`config.mk`:
```
export PLATFORM = sky130hd
export DESIGN_NAME = lsu_m
export DESIGN_NICKNAME = d
export VERILOG_FILES = /design/src/rtl/lsu_m.sv
export SDC_FILE = /design/constraint.sdc
export NUM_CORES = 1
export LEC_CHECK = 0
export CELL_PAD_IN_SITES_DETAIL_PLACEMENT = 0
export CELL_PAD_IN_SITES_GLOBAL_PLACEMENT = 1
export CORE_MARGIN = 2
export CORE_UTILIZATION = 34
export CTS_CLUSTER_DIAMETER = 60
export DETAILED_ROUTE_END_ITERATION = 6
export GPL_TIMING_DRIVEN = 0
export PLACE_DENSITY_LB_ADDON = 0.05
export SLEW_MARGIN = 20
export SYNTH_ARGS = -nofsm -noshare
export SYNTH_HDL_FRONTEND = slang
export SYNTH_SLANG_ARGS = --single-unit
```
`constraint.sdc`:
```
create_clock -name clk -period 3.97 [get_ports clk]
set_clock_uncertainty 0.15 [all_clocks]
set_input_delay 0.5955 -clock clk [delete_from_list [all_inputs] [get_ports clk]]
set_output_delay 0.5955 -clock clk [all_outputs]
set_load 0.03 [all_outputs]
```
`src/rtl/lsu_m.sv`:
```
// Load/store unit for the M stage: issues one bus access per memory op, aligns
// store data, extends load data and holds the pipeline until the access drains.
module lsu_m (
    input  logic        clk,
    input  logic        rst,
    input  logic        valid_i,
    input  logic [3:0]  mem_op_i,
    input  logic [31:0] addr_i,
    input  logic [31:0] wdata_i,
    input  logic        flush_i,
    input  logic        stall_i,
    output logic        data_req,
    output logic        data_wr,
    output logic [1:0]  data_size,
    output logic [31:0] data_addr,
    output logic [31:0] data_wdata,
    output logic [3:0]  data_wstrb,
    input  logic        data_addr_ok,
    input  logic        data_data_ok,
    input  logic [31:0] data_rdata,
    output logic [31:0] rdata_o,
    output logic        stall_o,
    output logic        adel_o,
    output logic        ades_o,
    output logic [31:0] badvaddr_o
);
    typedef enum logic [1:0] {IDLE = 2'd0, REQ = 2'd1, WAIT = 2'd2, HOLD = 2'd3} state_t;

    function automatic logic is_load(input logic [3:0] op);
        return (op >= 4'd1) && (op <= 4'd5);
    endfunction

    function automatic logic is_store(input logic [3:0] op);
        return (op >= 4'd6) && (op <= 4'd8);
    endfunction

    function automatic logic [1:0] op_size(input logic [3:0] op);
        case (op)
            4'd1, 4'd2, 4'd6: return 2'd0;
            4'd3, 4'd4, 4'd7: return 2'd1;
            default:          return 2'd2;
        endcase
    endfunction

    function automatic logic misaligned(input logic [1:0] size, input logic [1:0] lo);
        case (size)
            2'd1:    return lo[0];
            2'd2:    return lo != 2'd0;
            default: return 1'b0;
        endcase
    endfunction

    function automatic logic [3:0] lane_wstrb(input logic [3:0] op, input logic [1:0] lo);
        case (op)
            4'd6:    return 4'b0001 << lo;
            4'd7:    return lo[1] ? 4'b1100 : 4'b0011;
            4'd8:    return 4'b1111;
            default: return 4'b0000;
        endcase
    endfunction

    function automatic logic [31:0] lane_wdata(input logic [1:0] size, input logic [31:0] wd);
        case (size)
            2'd0:    return {4{wd[7:0]}};
            2'd1:    return {2{wd[15:0]}};
            default: return wd;
        endcase
    endfunction

    // Selects the addressed lane of the raw word and sign/zero extends it.
    function automatic logic [31:0] load_ext(input logic [3:0] op, input logic [1:0] lo,
                                             input logic [31:0] raw);
        logic [7:0]  b;
        logic [15:0] h;
        b = raw[8*lo +: 8];
        h = lo[1] ? raw[31:16] : raw[15:0];
        case (op)
            4'd1:    return {{24{b[7]}}, b};
            4'd2:    return {24'd0, b};
            4'd3:    return {{16{h[15]}}, h};
            4'd4:    return {16'd0, h};
            4'd5:    return raw;
            default: return 32'd0;
        endcase
    endfunction

    state_t      state_r;
    logic [3:0]  op_r;
    logic [31:0] addr_r;
    logic [31:0] wdata_r;
    logic [3:0]  wstrb_r;
    logic [1:0]  size_r;
    logic        wr_r;
    logic        discard_r;
    logic [31:0] cap_r;

    logic        load_s;
    logic        store_s;
    logic [1:0]  size_s;
    logic        mis_s;
    logic        issue_s;
    logic        discard_s;
    logic [31:0] ext_s;

    // Decode of the op currently sitting in M.
    always_comb begin
        load_s    = is_load(mem_op_i);
        store_s   = is_store(mem_op_i);
        size_s    = op_size(mem_op_i);
        mis_s     = valid_i & (load_s | store_s) & misaligned(size_s, addr_i[1:0]);
        issue_s   = (state_r == IDLE) & valid_i & (load_s | store_s) & ~mis_s & ~flush_i & ~rst;
        discard_s = discard_r | flush_i;
        ext_s     = load_ext(op_r, addr_r[1:0], data_rdata);
    end

    // Bus request, stall and result outputs; IDLE drives the live op so a request goes out the same cycle.
    always_comb begin
        data_req   = 1'b0;
        data_wr    = wr_r;
        data_size  = size_r;
        data_addr  = addr_r;
        data_wdata = wdata_r;
        data_wstrb = wstrb_r;
        stall_o    = 1'b0;
        rdata_o    = 32'd0;
        if (rst) begin
            stall_o = 1'b0;
        end else begin
            case (state_r)
                IDLE: begin
                    if (issue_s) begin
                        data_req   = 1'b1;
                        data_wr    = store_s;
                        data_size  = size_s;
                        data_addr  = addr_i;
                        data_wdata = lane_wdata(size_s, wdata_i);
                        data_wstrb = lane_wstrb(mem_op_i, addr_i[1:0]);
                        stall_o    = 1'b1;
                    end else begin
                        stall_o = 1'b0;
                    end
                end
                REQ: begin
                    data_req = 1'b1;
                    stall_o  = 1'b1;
                end
                WAIT: begin
                    stall_o = ~data_data_ok;
                    if (data_data_ok && !discard_s) begin
                        rdata_o = ext_s;
                    end else begin
                        rdata_o = 32'd0;
                    end
                end
                HOLD: rdata_o = cap_r;
                default: stall_o = 1'b0;
            endcase
        end
        adel_o     = ~rst & mis_s & load_s;
        ades_o     = ~rst & mis_s & store_s;
        badvaddr_o = (adel_o | ades_o) ? addr_i : 32'd0;
    end

    // Access FSM; a flush after issue only marks the access so it drains without a result.
    always_ff @(posedge clk) begin
        if (rst) begin
            state_r   <= IDLE;
            op_r      <= 4'd0;
            addr_r    <= 32'd0;
            wdata_r   <= 32'd0;
            wstrb_r   <= 4'd0;
            size_r    <= 2'd0;
            wr_r      <= 1'b0;
            discard_r <= 1'b0;
            cap_r     <= 32'd0;
        end else begin
            case (state_r)
                IDLE: begin
                    if (issue_s) begin
                        op_r      <= mem_op_i;
                        addr_r    <= addr_i;
                        wdata_r   <= lane_wdata(size_s, wdata_i);
                        wstrb_r   <= lane_wstrb(mem_op_i, addr_i[1:0]);
                        size_r    <= size_s;
                        wr_r      <= store_s;
                        discard_r <= 1'b0;
                        state_r   <= data_addr_ok ? WAIT : REQ;
                    end else begin
                        state_r <= IDLE;
                    end
                end
                REQ: begin
                    if (flush_i) begin
                        discard_r <= 1'b1;
                    end else begin
                        discard_r <= discard_r;
                    end
                    if (data_addr_ok) begin
                        state_r <= WAIT;
                    end else begin
                        state_r <= REQ;
                    end
                end
                WAIT: begin
                    if (data_data_ok) begin
                        discard_r <= 1'b0;
                        if (discard_s) begin
                            cap_r   <= 32'd0;
                            state_r <= IDLE;
                        end else begin
                            cap_r   <= ext_s;
                            state_r <= stall_i ? HOLD : IDLE;
                        end
                    end else if (flush_i) begin
                        discard_r <= 1'b1;
                    end else begin
                        discard_r <= discard_r;
                    end
                end
                HOLD: begin
                    if (!stall_i) begin
                        state_r <= IDLE;
                    end else begin
                        state_r <= HOLD;
                    end
                end
                default: state_r <= IDLE;
            endcase
        end
    end
endmodule

```
[Yosys cells after proc, flatten, opt, wreduce, memory -nomap -nowiden]
Cells that the tools add are included.
Storage, ports and cells
  register bits: 110
  output and inout port bits: 139
  input port bits: 107
Cells by class
  reduce and logical (&&, ||, !) cells: 13
  bitwise gates (word level): 17
  $lt $le $gt $ge: 4
  shift operators: 2
  equality and inequality tests: 19
  mux-type cells: 42
Operator list (count)
  $mux W32: 10
  $pmux W32 S5: 1
  $pmux W32 S2: 2
  $shiftx A32 B6 Y8: 1
  $eq A4 B3 Y1 const B: 5
  $eq A4 B2 Y1 const B: 4
  $mux W16: 1
  $mux W2: 8
  $mux W4: 4
  $pmux W4 S3: 1
  $and A1 B1 Y1: 10
  $mux W1: 9
  $eq A4 B1 Y1 const B: 2
  $pmux W2 S4: 1
  $eq A2 B2 Y1 const B: 3
  $pmux W1 S3: 2
  $reduce_and A2 Y1: 3
  $reduce_or A3 Y1: 2
  $eq A2 B1 Y1 const B: 2
  $eq A4 B4 Y1 const B: 1
  $ge A4 B1 Y1 const B: 1
  $ge A4 B3 Y1 const B: 1
  $le A4 B3 Y1 const B: 1
  $le A4 B4 Y1 const B: 1
  11 further kinds: 21

[Logic depth before layout (Yosys ltp)]
  depth in word-level cells: 13
  depth in mapped cells: 10
  mapped depth without buffers: 7

[Least setup slack after synthesis]
Ideal clock, no wire load.
  path type: input port to output port
  start point: input port mem_op_i[1]
  end point: output port stall_o
  stages: 8
  data arrival time: 2581 ps
  buffers on the path: 4
  slack: 643 ps
  cells stage by stage: buf_2 > o31ai_2 > nand3_2 > a31o_4 > buf_6 > buf_6 > buf_6 > a211oi_1
Between the ends
  word-level cells in the longest chain between the ends: 13
  elaborated cells on any way between the ends: 29
  those cells by class: 4 x order compare; 8 x eq/ne; 5 x mux; 8 x bitwise; 4 x reduce/logical
Ends and longest elaborated chain
  start: declaration: line 7  | input logic [3:0] mem_op_i,
  $eq A4 B3 Y1, or another cell as far along: line 38  | case (op)
  $reduce_or A3 Y1: line 38
  $pmux W2 S2: line 38
  $eq A2 B2 Y1 or $eq A2 B1 Y1 (tied branches): line 46  | case (size)
  $pmux W1 S2: line 46
  $and A1 B1 Y1: line 110  | mis_s = valid_i & (load_s | store_s) & misaligned(size_s, addr_i[1:0]);
  $not A1 Y1: line 111  | issue_s = (state_r == IDLE) & valid_i & (load_s | store_s) & ~mis_s & ~flush_i & ~rst;
  $and A1 B1 Y1 * (3 in series): line 111
  $mux W1 *: line 131  | if (issue_s) begin
  $pmux W1 S3 *: line 129  | case (state_r)
  $mux W1 *: line 126  | if (rst) begin
  end: declaration: line 22  | output logic stall_o,
Every way passes the cells marked *; elsewhere a longest branch is shown, timed or not.

[Worst setup path after layout]
  start point: input port mem_op_i[2]
  end point: output port data_addr[31]
Between the ends
  word-level cells in the longest chain between the ends: 13
  elaborated cells on any way between the ends: 29
  those cells by class: 4 x order compare; 8 x eq/ne; 5 x mux; 8 x bitwise; 4 x reduce/logical
Ends and longest elaborated chain
  $eq A4 B3 Y1, or another cell as far along: line 38
  $reduce_or A3 Y1: line 38
  $pmux W2 S2: line 38
  $eq A2 B2 Y1 or $eq A2 B1 Y1 (tied branches): line 46
  $pmux W1 S2: line 46
  $and A1 B1 Y1: line 110
  $not A1 Y1: line 111
  $and A1 B1 Y1 * (3 in series): line 111
  $mux W32 * (2 in series)
  $mux W32 *: line 126
  end: declaration: line 15  | output logic [31:0] data_addr,
Marks and branches as above.

==> impl_summary.log <==
[metrics] period utilization: 98.2%
[metrics] clock-pin transition on the worst setup and hold timing paths: 0.07 ns
[metrics] Yosys warning count: 0
[metrics] worst r2r dst: op_r[2]$_SDFFE_PP0P_
[metrics] initial antenna violation count: 0
[metrics] leading register cell type out of synthesis: sky130_fd_sc_hd__dfxtp_1
[metrics] worst rel slew slack: 54.5%
[metrics] drt via density: 5.34
[metrics] CTS root buf: sky130_fd_sc_hd__clkbuf_16
[metrics] post-detailed-route wirelength per cell: 18.9 µm
[metrics] setup slack of the most critical reg-to-reg path: 1.46 ns
[metrics] post-synthesis instance total: 702
[metrics] worst hold-check path type: flip-flop to flip-flop
[metrics] number of input and output port buffers inserted: 243
[metrics] launch instance of the worst register-to-register path: state_r[0]$_SDFFE_PP0N_
[metrics] boundary pin count: 246
[metrics] proportion of layout cells with a drive suffix above 1: 13.5%
[metrics] clock buffers created by TritonCTS: 9
[metrics] setup repair after global routing missed its margin: no
[metrics] Bufs on Longest Clock Path: 2
[metrics] number of storage elements in the synthesis netlist: 110
[metrics] half-perimeter wire length after placement: 17400 µm
[metrics] commonest non-fill, non-tap cells in the layout: 122 x sky130_fd_sc_hd__clkdlybuf4s50_1, 110 x sky130_fd_sc_hd__dfxtp_1, 58 x sky130_fd_sc_hd__dlygate4sd2_1, 58 x sky130_fd_sc_hd__dlymetal6s2s_1, 57 x sky130_fd_sc_hd__nand2_1
[metrics] Total Neg Setup Slack: 0 ns
[metrics] worst skew pair latency: 0.36 ns
[metrics] final number of max-transition violations: 0
[metrics] hold-critical path depth: 1
[metrics] number of clock sinks: 110
[metrics] worst-case vdd ir drop: 0.192 mV
[metrics] placement-stage cell area: 8890 µm²
[metrics] area grow syn2layout: 51.0%
[metrics] height of the die: 139 µm
[metrics] element type at the critical path start: primary input
[metrics] Data arrival, critical path: 3.15 ns
[metrics] drt total wl: 22500 µm
[metrics] Static Leakage: 4.95 nW
[metrics] maximum clock frequency: 257 MHz
[metrics] Mapped Avg Cell Area: 8.80 µm²
[metrics] required time worst endpoint: 3.22 ns
[metrics] Worst Hold End: cap_r[10]$_SDFFE_PP0P_
[metrics] depth of the CTS H-tree: 3
[metrics] beginning of the worst hold path: cap_r[10]$_SDFFE_PP0P_
[metrics] number of distinct standard cells referenced by the synthesized netlist: 61
[metrics] cts hold-fix bufs: 0
[metrics] clock period minus final worst setup slack: 3.90 ns
[metrics] Pwr per Cell Area: 271 nW/µm²
[metrics] maximum number of pins on one net before global-route repair: 21
[metrics] number of global-route vias before repair: 6430
[metrics] worst reg-to-reg path cell count: 9
[metrics] global route total overflow: 0
[metrics] cell count after placement: 1174
[metrics] Initial Util: 34.5%
[metrics] non-filler instance count after layout: 1191
[metrics] CTS tree: built
[metrics] global-route usage over all layers: 23.0%
[metrics] final core utilization: 52.1%
[metrics] total of max-cap violations: 0
[metrics] outcome: completed
[metrics] sort of element at the end of the critical path: output port
[metrics] post-synthesis sequential area ratio: 35.7%
[metrics] Post-synth EDFFs: 0
[metrics] total core area: 17900 µm²
[metrics] final instance area: 9330 µm²
[metrics] Fin. Hold Viols: 0
[metrics] remaining design rule violation count: 0
[metrics] detailed-routing iteration count for the pre-antenna-repair pass: 5
[metrics] final net count: 1070
[metrics] number of vias in the routed layout: 6356
[metrics] post-synthesis net count: 815
[metrics] final weighted congestion in routability-driven placement: 0.847
[metrics] type of the setup path with the least slack: primary input to output port
[metrics] pin slew with the least headroom to its limit: 0.682 ns
[metrics] post-route ant nets: 0
[metrics] crit-path max FO: 10
[metrics] width of the chip: 139 µm
[metrics] Cell Rows: 49
[metrics] first-pass GRT wire length: 35300 µm
[metrics] async set or reset register ratio after synthesis: 0%
[metrics] cell area after technology mapping: 6180 µm²
[metrics] Antenna Cells: 0
[metrics] DRC marker count from the first detailed-route iteration: 344
[metrics] Total Die Area: 19300 µm²
[metrics] number of endpoints failing setup at the final stage: 0
[metrics] most common cell after layout, fill and taps aside: sky130_fd_sc_hd__clkdlybuf4s50_1
-- stage by stage --
stage                     power (mW)  setup WS, ns  hold WS, ns
final                           2.53        0.0715        0.309
after floorplan                 1.38         0.643        0.275
after global placement          1.63        -0.398        0.283
after detailed placement        1.63        -0.396        0.295
after CTS                       2.55      0.000408        0.313
after global routing            2.63       0.00373        0.332
-- routing by layer --
metal	routed length, µm	track usage [%]
met2	10300	36.1
met5	0	0
met3	1800	6.94
met1	10100	30.9
met4	279	5.58
-- timing repair --
item / CTS / global route
gates resized for setup: 75 / 80
setup endpoints to repair: 102 / 92
buffers inserted: 3 / 0
-- worst max-delay path by stage --
stage	cells after the start	end	from	slack [ns]
6_report	7	data_addr[31]	mem_op_i[2]	0.07
4_1_cts	8	data_wdata[9]	mem_op_i[2]	0.0004
3_5_place_dp	8	data_req	mem_op_i[2]	-0.40
5_1_grt	9	stall_o	mem_op_i[2]	0.004
3_3_place_gp	9	rdata_o[24]	rst	-0.40
2_1_floorplan	8	stall_o	mem_op_i[1]	0.64
-- worst max-delay path, cell delays in order --
cell,delay (ns)
sky130_fd_sc_hd__clkdlybuf4s50_1,0.55
sky130_fd_sc_hd__or4_4,0.48
sky130_fd_sc_hd__nand3_2,0.21
sky130_fd_sc_hd__a31o_4,0.18
sky130_fd_sc_hd__buf_6,0.18
sky130_fd_sc_hd__mux2_2,0.35
sky130_fd_sc_hd__clkdlybuf4s50_1,0.60
-- layout make-up --
| cell class | instances | area, µm² |
|---|---|---|
| repair buffers | 246 | 2510 |
| plain buffers | 59 | 302 |
| fillers | 1675 | 8570 |
| inverters | 16 | 60.1 |
| clock inverters | 6 | 62.6 |
| clock buffers | 10 | 239 |
| multi-input cells | 515 | 3660 |
| flip-flops and latches | 110 | 2200 |
| well taps | 229 | 287 |
-- power breakdown --
group,internal [mW],leakage (nW),switching [mW]
Sequential,1.12,0.888,0.00577
Combinational,0.214,3.91,0.260
Clock,0.461,0.148,0.469
Total,1.79,4.95,0.735
-- Yosys cell counts (all sizes together), types with 18 or more instances --
cell | count | area, µm²
and2 | 33 | 206
dfxtp | 110 | 2200
mux2 | 57 | 687
nor2 | 37 | 139
buf | 21 | 141
nor2b | 46 | 288
nand2 | 57 | 214
a21oi | 50 | 254
clkbuf | 40 | 151
o21ai | 40 | 200
a21o | 18 | 135
a221o | 32 | 320
a211oi | 18 | 135
-- state kept, by name, indices dropped and copies added, names as in the netlist --
name / flops
cap_r: 32
op_r: 4
state_r: 2
wstrb_r: 4
addr_r: 32
wr_r: 1
size_r: 2
discard_r: 1
wdata_r: 32
-- cell families after synthesis --
| family | share of synthesized area (%) |
|---|---|
| fa+ha+maj | 1.38 |
| simple gates | 19.7 |
| flops | 35.7 |
| xor+xnor | 0.284 |
| mux | 13.1 |
| compound gates | 24.2 |
| buf+inv | 5.71 |
(Power assumes the default switching activity.)
